## config.mk

```make
export PLATFORM = sky130hd
export DESIGN_NAME = ghost_motion_ctrl_flat
export DESIGN_NICKNAME = d
export VERILOG_FILES = /design/src/rtl/ghost_pkg.sv /design/src/rtl/ghost_motion_ctrl_if.sv /design/src/rtl/ghost_walker.sv /design/src/rtl/ghost_motion_ctrl.sv /design/src/flat_wrapper.sv
export SDC_FILE = /design/constraint.sdc
export NUM_CORES = 1
export LEC_CHECK = 0
export BUFFER_PORTS_ARGS = -buffer_cell sky130_fd_sc_hd__buf_2
export CAP_MARGIN = 20
export CORE_MARGIN = 4
export CORE_UTILIZATION = 35
export CTS_CLUSTER_DIAMETER = 100
export DETAILED_ROUTE_END_ITERATION = 16
export GPL_ROUTABILITY_DRIVEN = 1
export GPL_TIMING_DRIVEN = 0
export PLACE_DENSITY = 0.59
export SLEW_MARGIN = 20
export SYNTH_ARGS = -nofsm -noshare
export SYNTH_HDL_FRONTEND = slang
export SYNTH_HIERARCHICAL = 1
export SYNTH_SLANG_ARGS = --single-unit
```

## constraint.sdc

```tcl
create_clock -name clk -period 3.7 [get_ports clk]
set_input_delay 0 -clock clk [delete_from_list [all_inputs] [get_ports clk]]
set_output_delay 0 -clock clk [all_outputs]
set_load 0.02 [all_outputs]
```

## src/rtl/ghost_pkg.sv

```systemverilog
// ghost_pkg: shared state type, ghost indices and
// per-ghost home / patrol rectangle / release constants.
package ghost_pkg;

  typedef enum logic [2:0] {
    HOME,
    EXIT,
    PATROL_R,
    PATROL_D,
    PATROL_L,
    PATROL_U
  } ghost_state_t;

  typedef logic [8:0] coord_t;

  localparam int NUM_GHOSTS = 4;
  localparam int GHOST_RED = 0;
  localparam int GHOST_PINK = 1;
  localparam int GHOST_CYAN = 2;
  localparam int GHOST_YELLOW = 3;

  localparam coord_t HOME_X [NUM_GHOSTS] =
    '{9'd104, 9'd112, 9'd120, 9'd128};
  localparam coord_t HOME_Y [NUM_GHOSTS] =
    '{9'd100, 9'd100, 9'd100, 9'd100};
  localparam coord_t X_MIN [NUM_GHOSTS] =
    '{9'd16, 9'd40, 9'd24, 9'd8};
  localparam coord_t X_MAX [NUM_GHOSTS] =
    '{9'd232, 9'd200, 9'd216, 9'd248};
  localparam coord_t Y_MIN [NUM_GHOSTS] =
    '{9'd40, 9'd60, 9'd80, 9'd20};
  localparam coord_t Y_MAX [NUM_GHOSTS] =
    '{9'd200, 9'd180, 9'd240, 9'd260};
  localparam logic [7:0] RELEASE [NUM_GHOSTS] =
    '{8'd0, 8'd60, 8'd120, 8'd180};

endpackage

```

## src/rtl/ghost_motion_ctrl_if.sv

```systemverilog
// ghost_motion_ctrl_if: ghost position bundle toward the sprite renderer.
// master = position producer, slave = renderer.
interface ghost_motion_ctrl_if;
  logic [8:0] x_red;
  logic [8:0] y_red;
  logic [8:0] x_pink;
  logic [8:0] y_pink;
  logic [8:0] x_blue;
  logic [8:0] y_blue;
  logic [8:0] x_yellow;
  logic [8:0] y_yellow;
  logic [3:0] ghost_active;

  modport master (
    output x_red, y_red, x_pink, y_pink,
    output x_blue, y_blue, x_yellow, y_yellow,
    output ghost_active
  );

  modport slave (
    input x_red, y_red, x_pink, y_pink,
    input x_blue, y_blue, x_yellow, y_yellow,
    input ghost_active
  );
endinterface

```

## src/rtl/ghost_walker.sv

```systemverilog
// ghost_walker: one ghost FSM (home, exit, clockwise patrol) with x/y regs.
// Ports: clk, rst (async low), step, release_ok, restart -> x, y, active.
module ghost_walker
  import ghost_pkg::*;
#(
  parameter coord_t HX = 9'd104,
  parameter coord_t HY = 9'd100,
  parameter coord_t XMIN = 9'd16,
  parameter coord_t XMAX = 9'd232,
  parameter coord_t YMIN = 9'd40,
  parameter coord_t YMAX = 9'd200
) (
  input  logic   clk,
  input  logic   rst,
  input  logic   step,
  input  logic   release_ok,
  input  logic   restart,
  output coord_t x,
  output coord_t y,
  output logic   active
);

  ghost_state_t state_q, state_d;
  coord_t x_d, y_d;

  always_ff @(posedge clk or negedge rst) begin
    if (!rst) begin
      state_q <= HOME;
      x <= HX;
      y <= HY;
      active <= 1'b0;
    end else begin
      state_q <= state_d;
      x <= x_d;
      y <= y_d;
      active <= (state_d != HOME);
    end
  end

  // Limit checks use the pre-step coordinate so the corner
  // move itself is the first pixel of the next edge.
  always_comb begin
    state_d = state_q;
    x_d = x;
    y_d = y;
    if (restart) begin
      state_d = HOME;
      x_d = HX;
      y_d = HY;
    end else if (step) begin
      unique case (state_q)
        HOME: begin
          if (release_ok) begin
            state_d = EXIT;
            y_d = y - 9'd1;
          end
        end
        EXIT, PATROL_U: begin
          if (y == YMIN) begin
            state_d = PATROL_R;
            x_d = x + 9'd1;
          end else begin
            y_d = y - 9'd1;
          end
        end
        PATROL_R: begin
          if (x == XMAX) begin
            state_d = PATROL_D;
            y_d = y + 9'd1;
          end else begin
            x_d = x + 9'd1;
          end
        end
        PATROL_D: begin
          if (y == YMAX) begin
            state_d = PATROL_L;
            x_d = x - 9'd1;
          end else begin
            y_d = y + 9'd1;
          end
        end
        PATROL_L: begin
          if (x == XMIN) begin
            state_d = PATROL_U;
            y_d = y - 9'd1;
          end else begin
            x_d = x - 9'd1;
          end
        end
        default: begin
          state_d = HOME;
          x_d = HX;
          y_d = HY;
        end
      endcase
    end
  end

endmodule

```

## src/rtl/ghost_motion_ctrl.sv

```systemverilog
// ghost_motion_ctrl: frame/release counters and four ghost walkers.
// Ports: clk, rst (async low), frame_start, pause, restart -> pos (master).
module ghost_motion_ctrl
  import ghost_pkg::*;
#(
  parameter int STEP_DIV = 2
) (
  input  logic clk,
  input  logic rst,
  input  logic frame_start,
  input  logic pause,
  input  logic restart,
  ghost_motion_ctrl_if.master pos
);

  localparam logic [3:0] DIV_LAST = 4'(STEP_DIV - 1);

  logic [3:0] frame_cnt;
  logic [7:0] release_cnt;
  logic [7:0] release_nxt;
  logic frame_ev;
  logic step;
  coord_t gx [NUM_GHOSTS];
  coord_t gy [NUM_GHOSTS];
  logic [NUM_GHOSTS-1:0] act;

  assign frame_ev = frame_start & ~pause;
  assign step = frame_ev & (frame_cnt == DIV_LAST);
  assign release_nxt = (release_cnt == 8'hff) ?
    release_cnt : release_cnt + 8'd1;

  always_ff @(posedge clk or negedge rst) begin
    if (!rst) begin
      frame_cnt <= '0;
      release_cnt <= '0;
    end else if (restart) begin
      frame_cnt <= '0;
      release_cnt <= '0;
    end else if (frame_ev) begin
      frame_cnt <= (frame_cnt == DIV_LAST) ?
        4'd0 : frame_cnt + 4'd1;
      release_cnt <= release_nxt;
    end
  end

  for (genvar g = 0; g < NUM_GHOSTS; g++) begin : g_walk
    ghost_walker #(
      .HX(HOME_X[g]),
      .HY(HOME_Y[g]),
      .XMIN(X_MIN[g]),
      .XMAX(X_MAX[g]),
      .YMIN(Y_MIN[g]),
      .YMAX(Y_MAX[g])
    ) u_walker (
      .clk(clk),
      .rst(rst),
      .step(step),
      .release_ok(release_nxt >= RELEASE[g]),
      .restart(restart),
      .x(gx[g]),
      .y(gy[g]),
      .active(act[g])
    );
  end

  assign pos.x_red = gx[GHOST_RED];
  assign pos.y_red = gy[GHOST_RED];
  assign pos.x_pink = gx[GHOST_PINK];
  assign pos.y_pink = gy[GHOST_PINK];
  assign pos.x_blue = gx[GHOST_CYAN];
  assign pos.y_blue = gy[GHOST_CYAN];
  assign pos.x_yellow = gx[GHOST_YELLOW];
  assign pos.y_yellow = gy[GHOST_YELLOW];
  assign pos.ghost_active = act;

endmodule
```

## src/flat_wrapper.sv

```systemverilog
// flat-port wrapper written by rule: the top's interface ports become plain ports
module ghost_motion_ctrl_flat import ghost_pkg::*;
#(
  parameter int STEP_DIV = 2
)
  (clk, rst, frame_start, pause, restart, pos_x_red, pos_y_red, pos_x_pink, pos_y_pink, pos_x_blue, pos_y_blue, pos_x_yellow, pos_y_yellow, pos_ghost_active);
  ghost_motion_ctrl_if pos_i ();
  input  logic clk;
  input  logic rst;
  input  logic frame_start;
  input  logic pause;
  input  logic restart;
  output wire logic [$bits(pos_i.x_red)-1:0] pos_x_red;
  output wire logic [$bits(pos_i.y_red)-1:0] pos_y_red;
  output wire logic [$bits(pos_i.x_pink)-1:0] pos_x_pink;
  output wire logic [$bits(pos_i.y_pink)-1:0] pos_y_pink;
  output wire logic [$bits(pos_i.x_blue)-1:0] pos_x_blue;
  output wire logic [$bits(pos_i.y_blue)-1:0] pos_y_blue;
  output wire logic [$bits(pos_i.x_yellow)-1:0] pos_x_yellow;
  output wire logic [$bits(pos_i.y_yellow)-1:0] pos_y_yellow;
  output wire logic [$bits(pos_i.ghost_active)-1:0] pos_ghost_active;
  assign pos_x_red = pos_i.x_red;
  assign pos_y_red = pos_i.y_red;
  assign pos_x_pink = pos_i.x_pink;
  assign pos_y_pink = pos_i.y_pink;
  assign pos_x_blue = pos_i.x_blue;
  assign pos_y_blue = pos_i.y_blue;
  assign pos_x_yellow = pos_i.x_yellow;
  assign pos_y_yellow = pos_i.y_yellow;
  assign pos_ghost_active = pos_i.ghost_active;
  ghost_motion_ctrl #(.STEP_DIV(STEP_DIV)) u_core (.clk(clk), .rst(rst), .frame_start(frame_start), .pause(pause), .restart(restart), .pos(pos_i));
endmodule
```

==> run_results.csv, run 1 <==
group,metric,value,unit
outcome,status,"completed",
clocking,cts_buffers,9,
placement,port_buffers,80,
worst_setup_path,cp_max_fo,10,
finish,nets,1045,
yosys,syn_inst,879,
clocking,clock_latency,0.35,ns
worst_setup_path,required,3.99,ns
finish,num-fill-cells,2266,
sta,skew,0.009645,ns
pwr,irDropWorstVdd,0.2307,mV
sta,finalCritPeriodShare,85.96,%
global_route,grt_pass1_wl,33.11,mm
yosys,synth_top_area_cell,"dfrtp_1",
yosys,synth_edf_count,0,
sta,finalMaxSlewViolations,0,
sta,max_clock_freq,0.3144,GHz
finish,diodes,0,
clocking,cts_num_sinks,100,
drt,via_count,6940,
sta,rsz0062_at_grt,"no",
floorplanning,dieWidth,159.2,um
yosys,synthArstFlopShare,100.0,%
drt,drt_iter0_drc,371,
finish,ff_latch_area,0.002531,sq mm
global_route,grt_max_degree,58,
global_route,globalRoute.totalOverflow,0,
worst_setup_path,crit_cells,11,
clocking,cts_tree,"built",
finish,multi_input_area,0.005084,sq mm
global_route,antenna_found_initial,0,
worst_setup_path,start_kind,"flip-flop",
clocking,clockBufferDepth,2,
yosys,synth-main-ff-cell,"dfrtp_1",
placement,dpl_worst_slack,0.1989,ns
sta,finalSetupViolCount,0,
pwr,finalPower,2.631,mW
yosys,seq_area_frac_synth,31.64,%
clocking,cts_setup_buffers,0,
placement,dp_hpwl,14.01,mm
yosys,synth.area.top_cells,"dfrtp_1 24%, ha_1 9.2%, dfstp_2 7.6%",
clocking,clkTransAtPathRegs,0.07,ns
placement,dpl_cell_area,0.008795,sq mm
floorplanning,die_y,159.2,um
sta,worstMarginPinSlew,0.7003,ns
yosys,synth_top_area_share,24.09,%
floorplanning,num_rows,55,
floorplanning,core-area,0.02257,sq mm
worst_setup_path,cp_top_family,"simple AND/OR/NAND/NOR gates",
yosys,ys_types,103,
clocking,clockRootBuffer,"clkbuf_16",
drt,wl_per_cell,15.10,um
clocking,htree_levels,3,
pwr,leakage,3.899,nW
worst_setup_path,slowest_stage,"or3b_2",
sta,hold_viol,0,
hold_path,min_path_cells,4,
yosys,avgSynthCellArea,9.101,sq um
drt,antenna_left,0,
drt,drt_first_pass_iters,5,
sta,relSlewSlack,52.70,%
placement,gp_congestion,0.8221,
drt,drc_errors,0,
worst_setup_path,crit_buf_inv,2,
worst_setup_path,worstPathArrival,3.47,ns
global_route,first_global_vias,6747,
yosys,yosysWarnings,6,
hold_path,min_path_type,"in2reg",
finish,postLayoutCellArea,0.009101,sq mm
drt,wirelength,19.08,mm
floorplanning,die_area,0.02534,sq mm
sta,setup_ws,0.5195,ns
yosys,syn_area,0.008000,sq mm
drt,drt-vias-per-instance,5.495,
worst_setup_path,path_cells,"clkbuf_8 > or3b_2 > nand2_1 > inv_1 > fa_1 > nor2b_1 > o2111ai_1 > and3_1 > o21a_1 > or4b_1 > nand3_1",
finish,drive_gt1_share,20.86,%
yosys,synth-seq-cells,100,
floorplanning,start_util,35.44,%
worst_setup_path,critPathCaptureType,"flip-flop",
sta,setup_tns,0,ns
worst_setup_path,worst_path_largest_cell_delay,0.48,ns
worst_setup_path,worstSetupPathType,"reg2reg",
sta,fin_crit,3.180,ns
global_route,grt_use_total,15.20,%
job,drv_cap,0,
floorplanning,ios,81,
pwr,p_per_area,289.1,mW/mm^2
finish,final_core_util,40.32,%
finish,area_growth,13.76,%
worst_setup_path,reg2regPathDepth,11,
where the power goes:
group / total [mW] / leakage, nW / internal, mW / switching, mW
Combinational: 0.489 / 2.44 / 0.200 / 0.290
Clock: 0.977 / 0.145 / 0.541 / 0.436
Sequential: 1.17 / 1.31 / 1.13 / 0.0357
logic make-up (layout without fill, tap and decap cells):
logic type               Yosys count  in the layout  share of synthesized area, %
adder cells (fa/ha/maj)           67             67                         11.23
buffers and inverters             83            181                         4.879
other                              1              2                       0.04687
AND/OR/NAND/NOR                  313            313                         22.15
flip-flops                       100            100                         31.64
multiplexers                      11             11                         1.533
XOR/XNOR                          51             51                         5.583
AO/OA/AOI/OAI                    253            253                         22.94
flip-flops by register name (all words and copies together), names as in the netlist:
register	count
u_core/g_walk.u_walker/state_q	12
u_core/g_walk.u_walker/active	4
u_core/g_walk.u_walker/x	36
u_core/frame_cnt	4
u_core/g_walk.u_walker/y	36
u_core/release_cnt	8
cell usage in the layout, fill, tap and decap left out, types with 7 or more instances in the layout:
master     instances
nor4_1             9
o41ai_1            7
clkbuf_16          9
a21oi_1           42
buf_4              7
xnor2_1           29
or3_1             10
a22oi_1            7
inv_1             55
dfrtp_1           77
and3_1            14
o21a_1            11
nor2_1            73
ha_1              59
nand2b_1          14
nor2b_1           13
xor2_1            22
a211oi_1           8
o21ai_0           55
a31oi_1            8
nand3_1           15
nand3b_1           7
nand2_1           57
nor3_1            34
o22a_1             9
buf_2             84
o22ai_1            8
clkbuf_1          10
a21o_1            13
nand4_1            8
dfstp_2           23
fa_1               8
layout make-up:
type                    instances  share of cell area [%]
inverters                      56                   2.310
plain buffers                  27                   1.980
repair buffers                 82                   4.880
clock buffers                  11                   2.667
multi-input cells             697                   55.86
well taps                     285                   3.918
clock inverters                 5                  0.5774
flip-flops and latches        100                   27.81
synthesized netlist by cell type, types with 6 or more instances:
cell	n
nand2_1	57
or2_2	6
nor4_1	9
and3_1	14
nand4_1	8
nor2b_1	13
ha_1	59
buf_4	7
dfrtp_1	77
nor2_1	73
clkbuf_1	9
a21oi_1	42
o22ai_1	8
xor2_1	22
nand3_1	15
o22a_2	6
xnor2_1	29
o21ai_0	55
nand3b_1	7
o22a_1	9
nand2b_1	14
dfstp_2	23
nor3_1	34
a21o_1	13
a31oi_1	8
fa_1	8
o2111ai_1	6
or3_1	10
inv_1	55
o21ai_1	6
a22oi_1	7
o41ai_1	7
o21a_1	11
a211oi_1	8
mux2_2	6
final timing paths:
path	startpoint	to	slack (ns)
setup / recovery	u_core/g_walk[3].u_walker/state_q[0]	u_core/g_walk[3].u_walker/x[8]	0.52
hold / removal	frame_start	u_core/frame_cnt[2]	0.06
setup reg to reg	u_core/g_walk[3].u_walker/state_q[0]	u_core/g_walk[3].u_walker/x[8]	0.52
hold reg to reg	u_core/g_walk[1].u_walker/y[2]	u_core/g_walk[1].u_walker/y[2]	0.49
max in group asynchronous	rst	u_core/g_walk[1].u_walker/y[6]	2.85
min in group asynchronous	rst	u_core/g_walk[0].u_walker/x[4]	0.15
stage by stage:
stage	std cells	hold slack (ns)
2_1_floorplan	880	-0.2956
3_3_place_gp	1245	0.4066
3_5_place_dp	1246	-0.03213
4_1_cts	1263	0.04089
5_1_grt	1263	0.07809
6_report	1263	0.06134
worst min-delay path, delay by kind of cell:
kind | cells | cell delay, ns
AO/OA/AOI/OAI | 1 | 0.07
buffers and inverters | 1 | 0.12
AND/OR/NAND/NOR | 2 | 0.18
layer usage:
metal	vias up	wire (um)	global-route usage (%)	share of wire [%]
li1	3441	-	-	-
met1	3375	9331	21.00	49
met2	112	9025	25.01	47
met3	12	509	1.916	2.7
met4	0	211	4.576	1.1
met5	-	0	0	0
timing repair:
item	4_1_cts	5_1_grt
setup endpoints to repair	0	2
endpoints found under the hold margin	44	0
resized for setup	0	1
hold buffers	1	0
(Power assumes the default switching activity.)
==> run 2: changes to the inputs <==
Settings changed: PLACE_DENSITY 0.59 to 0.52.
==> run 2 against run 1 <==
  * Critical path depth did not move
  * Clock skew fell by 0.00069 ns
  * First-iteration DRC count fell by 27%
  * Via count fell by 2.3%
  * Utilization fell by 0.072 points
==> run_results.csv, run 2 (synthesis gave the netlist of run 1 again) <==
group,metric,value,unit
outcome,status,"completed",
pwr,pwr-share-clk,36.0,%
finish,stdcell_count,1263,
global_route,grt_use_total,15.62,%
placement,port_buffers,80,
finish,area_growth,13.56,%
finish,postLayoutCellArea,0.009085,sq mm
global_route,antenna_found_initial,0,
drt,drc_errors,0,
pwr,p_sw,774.6,uW
worst_setup_path,worst_path_largest_cell_delay,0.47,ns
global_route,first_global_vias,6649,
placement,placed_cells_incl_taps,1246,
pwr,p_int,1.807,mW
drt,wl_per_cell,15.23,um
floorplanning,die_y,159.2,um
drt,drt-vias-per-instance,5.369,
sta,finalMaxSlewViolations,0,
finish,layout_commonest_cell,"buf_2",
sta,finalCritPeriodShare,86.66,%
clocking,htree_levels,3,
clocking,clkTransAtPathRegs,0.07,ns
floorplanning,num_rows,55,
sta,setup_tns,0,ns
clocking,cts_num_sinks,100,
worst_setup_path,path_cells,"clkbuf_8 > or3b_2 > nand2_1 > inv_1 > fa_1 > nor2b_1 > o2111ai_1 > and3_1 > o21a_1 > or4b_1 > nand3_1",
sta,relSlewSlack,43.97,%
worst_setup_path,slowest_stage,"or3b_2",
global_route,grt_pass1_wl,33.46,mm
floorplanning,die_area,0.02534,sq mm
clocking,clock_latency,0.36,ns
finish,multi_input_area,0.005084,sq mm
worst_setup_path,worstSetupPathType,"reg2reg",
sta,skew,0.008960,ns
clocking,clockBufferDepth,2,
placement,gp_congestion,0.8188,
pwr,power_frac_seq,45.1,%
finish,drive_gt1_share,20.86,%
drt,antenna_left,0,
sta,fin_crit,3.206,ns
worst_setup_path,cp_max_fo,10,
worst_setup_path,worstPathArrival,3.50,ns
finish,num-fill-cells,2323,
finish,final_core_util,40.25,%
pwr,p_per_area,284.2,mW/mm^2
pwr,irDropWorstVdd,0.2765,mV
drt,drt_iter0_drc,269,
pwr,power.share.switching,30.00,%
finish,top_regs,"u_core/g_walk.u_walker/x x36, u_core/g_walk.u_walker/y x36, u_core/g_walk.u_walker/state_q x12",
worst_setup_path,cp_top_family,"simple AND/OR/NAND/NOR gates",
worst_setup_path,critPathCaptureType,"flip-flop",
pwr,p_comb_share,18.9,%
floorplanning,ios,81,
finish,diodes,0,
sta,worstMarginPinSlew,0.8296,ns
worst_setup_path,required,3.99,ns
global_route,grt_max_degree,72,
job,drv_cap,0,
hold_path,min_path_type,"in2reg",
worst_setup_path,start_kind,"flip-flop",
floorplanning,core-area,0.02257,sq mm
worst_setup_path,crit_buf_inv,2,
drt,drt_first_pass_iters,5,
clocking,clockRootBuffer,"clkbuf_16",
drt,via_count,6781,
placement,dpl_cell_area,0.008795,sq mm
finish,ff_latch_area,0.002531,sq mm
sta,rsz0062_at_grt,"no",
clocking,cts_buffers,9,
floorplanning,dieWidth,159.2,um
clocking,cts_tree,"built",
sta,finalSetupViolCount,0,
global_route,globalRoute.totalOverflow,0,
clocking,cts_setup_buffers,0,
drt,wirelength,19.23,mm
placement,dp_hpwl,14.21,mm
finish,final_cell_mix,"84 x buf_2, 77 x dfrtp_1, 73 x nor2_1, 59 x ha_1, 57 x nand2_1",
pwr,leakage,3.894,nW
sta,hold_viol,0,
sta,max_clock_freq,0.3119,GHz
finish,nets,1045,
floorplanning,start_util,35.44,%
==> run 2: power groups by stage <==
stage	registers [mW]	clock network, mW	logic (mW)
4_1_cts	1.17	0.981	0.494
3_5_place_dp	1.19	0	0.491
3_3_place_gp	1.19	0	0.485
5_1_grt	1.17	1.02	0.552
2_1_floorplan	1.21	0	0.332
6_report	1.16	0.929	0.488
==> run 2: area by class of cell <==
cell class	instances	share of cell area, %
Multi-Input combinational cell	697	55.96
Tap cell	285	3.925
Clock inverter	5	0.3994
Buffer	27	1.983
Timing Repair Buffer	82	4.889
Inverter	56	2.314
Sequential cell	100	27.86
Clock buffer	11	2.672
==> run 2: final timing paths <==
| check | depth (start not counted) | to | slack, ns | start |
|---|---|---|---|---|
| max | 11 | u_core/g_walk[3].u_walker/x[8] | 0.49 | u_core/g_walk[3].u_walker/state_q[0] |
| min | 4 | u_core/frame_cnt[2] | 0.04 | frame_start |
| max reg2reg | 11 | u_core/g_walk[3].u_walker/x[8] | 0.49 | u_core/g_walk[3].u_walker/state_q[0] |
| min reg2reg | 2 | u_core/g_walk[1].u_walker/y[5] | 0.48 | u_core/g_walk[1].u_walker/y[5] |
| max in group asynchronous | 3 | u_core/g_walk[2].u_walker/x[6] | 2.89 | rst |
| min in group asynchronous | 2 | u_core/g_walk[0].u_walker/x[2] | 0.07 | rst |
==> run 2: worst min-delay path, delay by kind of cell <==
kind            cells  cell delay, ns
buf+inv             1            0.12
compound gates      1            0.07
simple gates        2            0.17
==> run 2: timing repair <==
| item | 4_1_cts | 5_1_grt |
|---|---|---|
| gates resized for setup | 0 | 1 |
| hold buffers | 1 | 0 |
| setup endpoints to repair | 0 | 4 |
| hold endpoints to repair | 86 | 0 |
==> run 2: through the flow <==
| step | hold slack [ns] | worst slack, ns | total power [mW] |
|---|---|---|---|
| floorplan | -0.2956 | 0.8258 | 1.539 |
| global placement | 0.4109 | 0.1259 | 1.671 |
| detailed placement | -0.09402 | 0.1206 | 1.677 |
| CTS | 0.03748 | 0.09333 | 2.640 |
| global route | 0.09790 | 0.2488 | 2.749 |
| finish | 0.04435 | 0.4937 | 2.582 |
==> run 2: metal layers <==
| layer | share of wire, % | GRT usage, % | vias up |
|---|---|---|---|
| met1 | 50 | 22.16 | 3218 |
| met2 | 46 | 24.87 | 96 |
| met4 | 1.2 | 4.103 | 0 |
| met5 | 0 | 0 | - |
| li1 | - | - | 3451 |
| met3 | 2.7 | 2.537 | 16 |
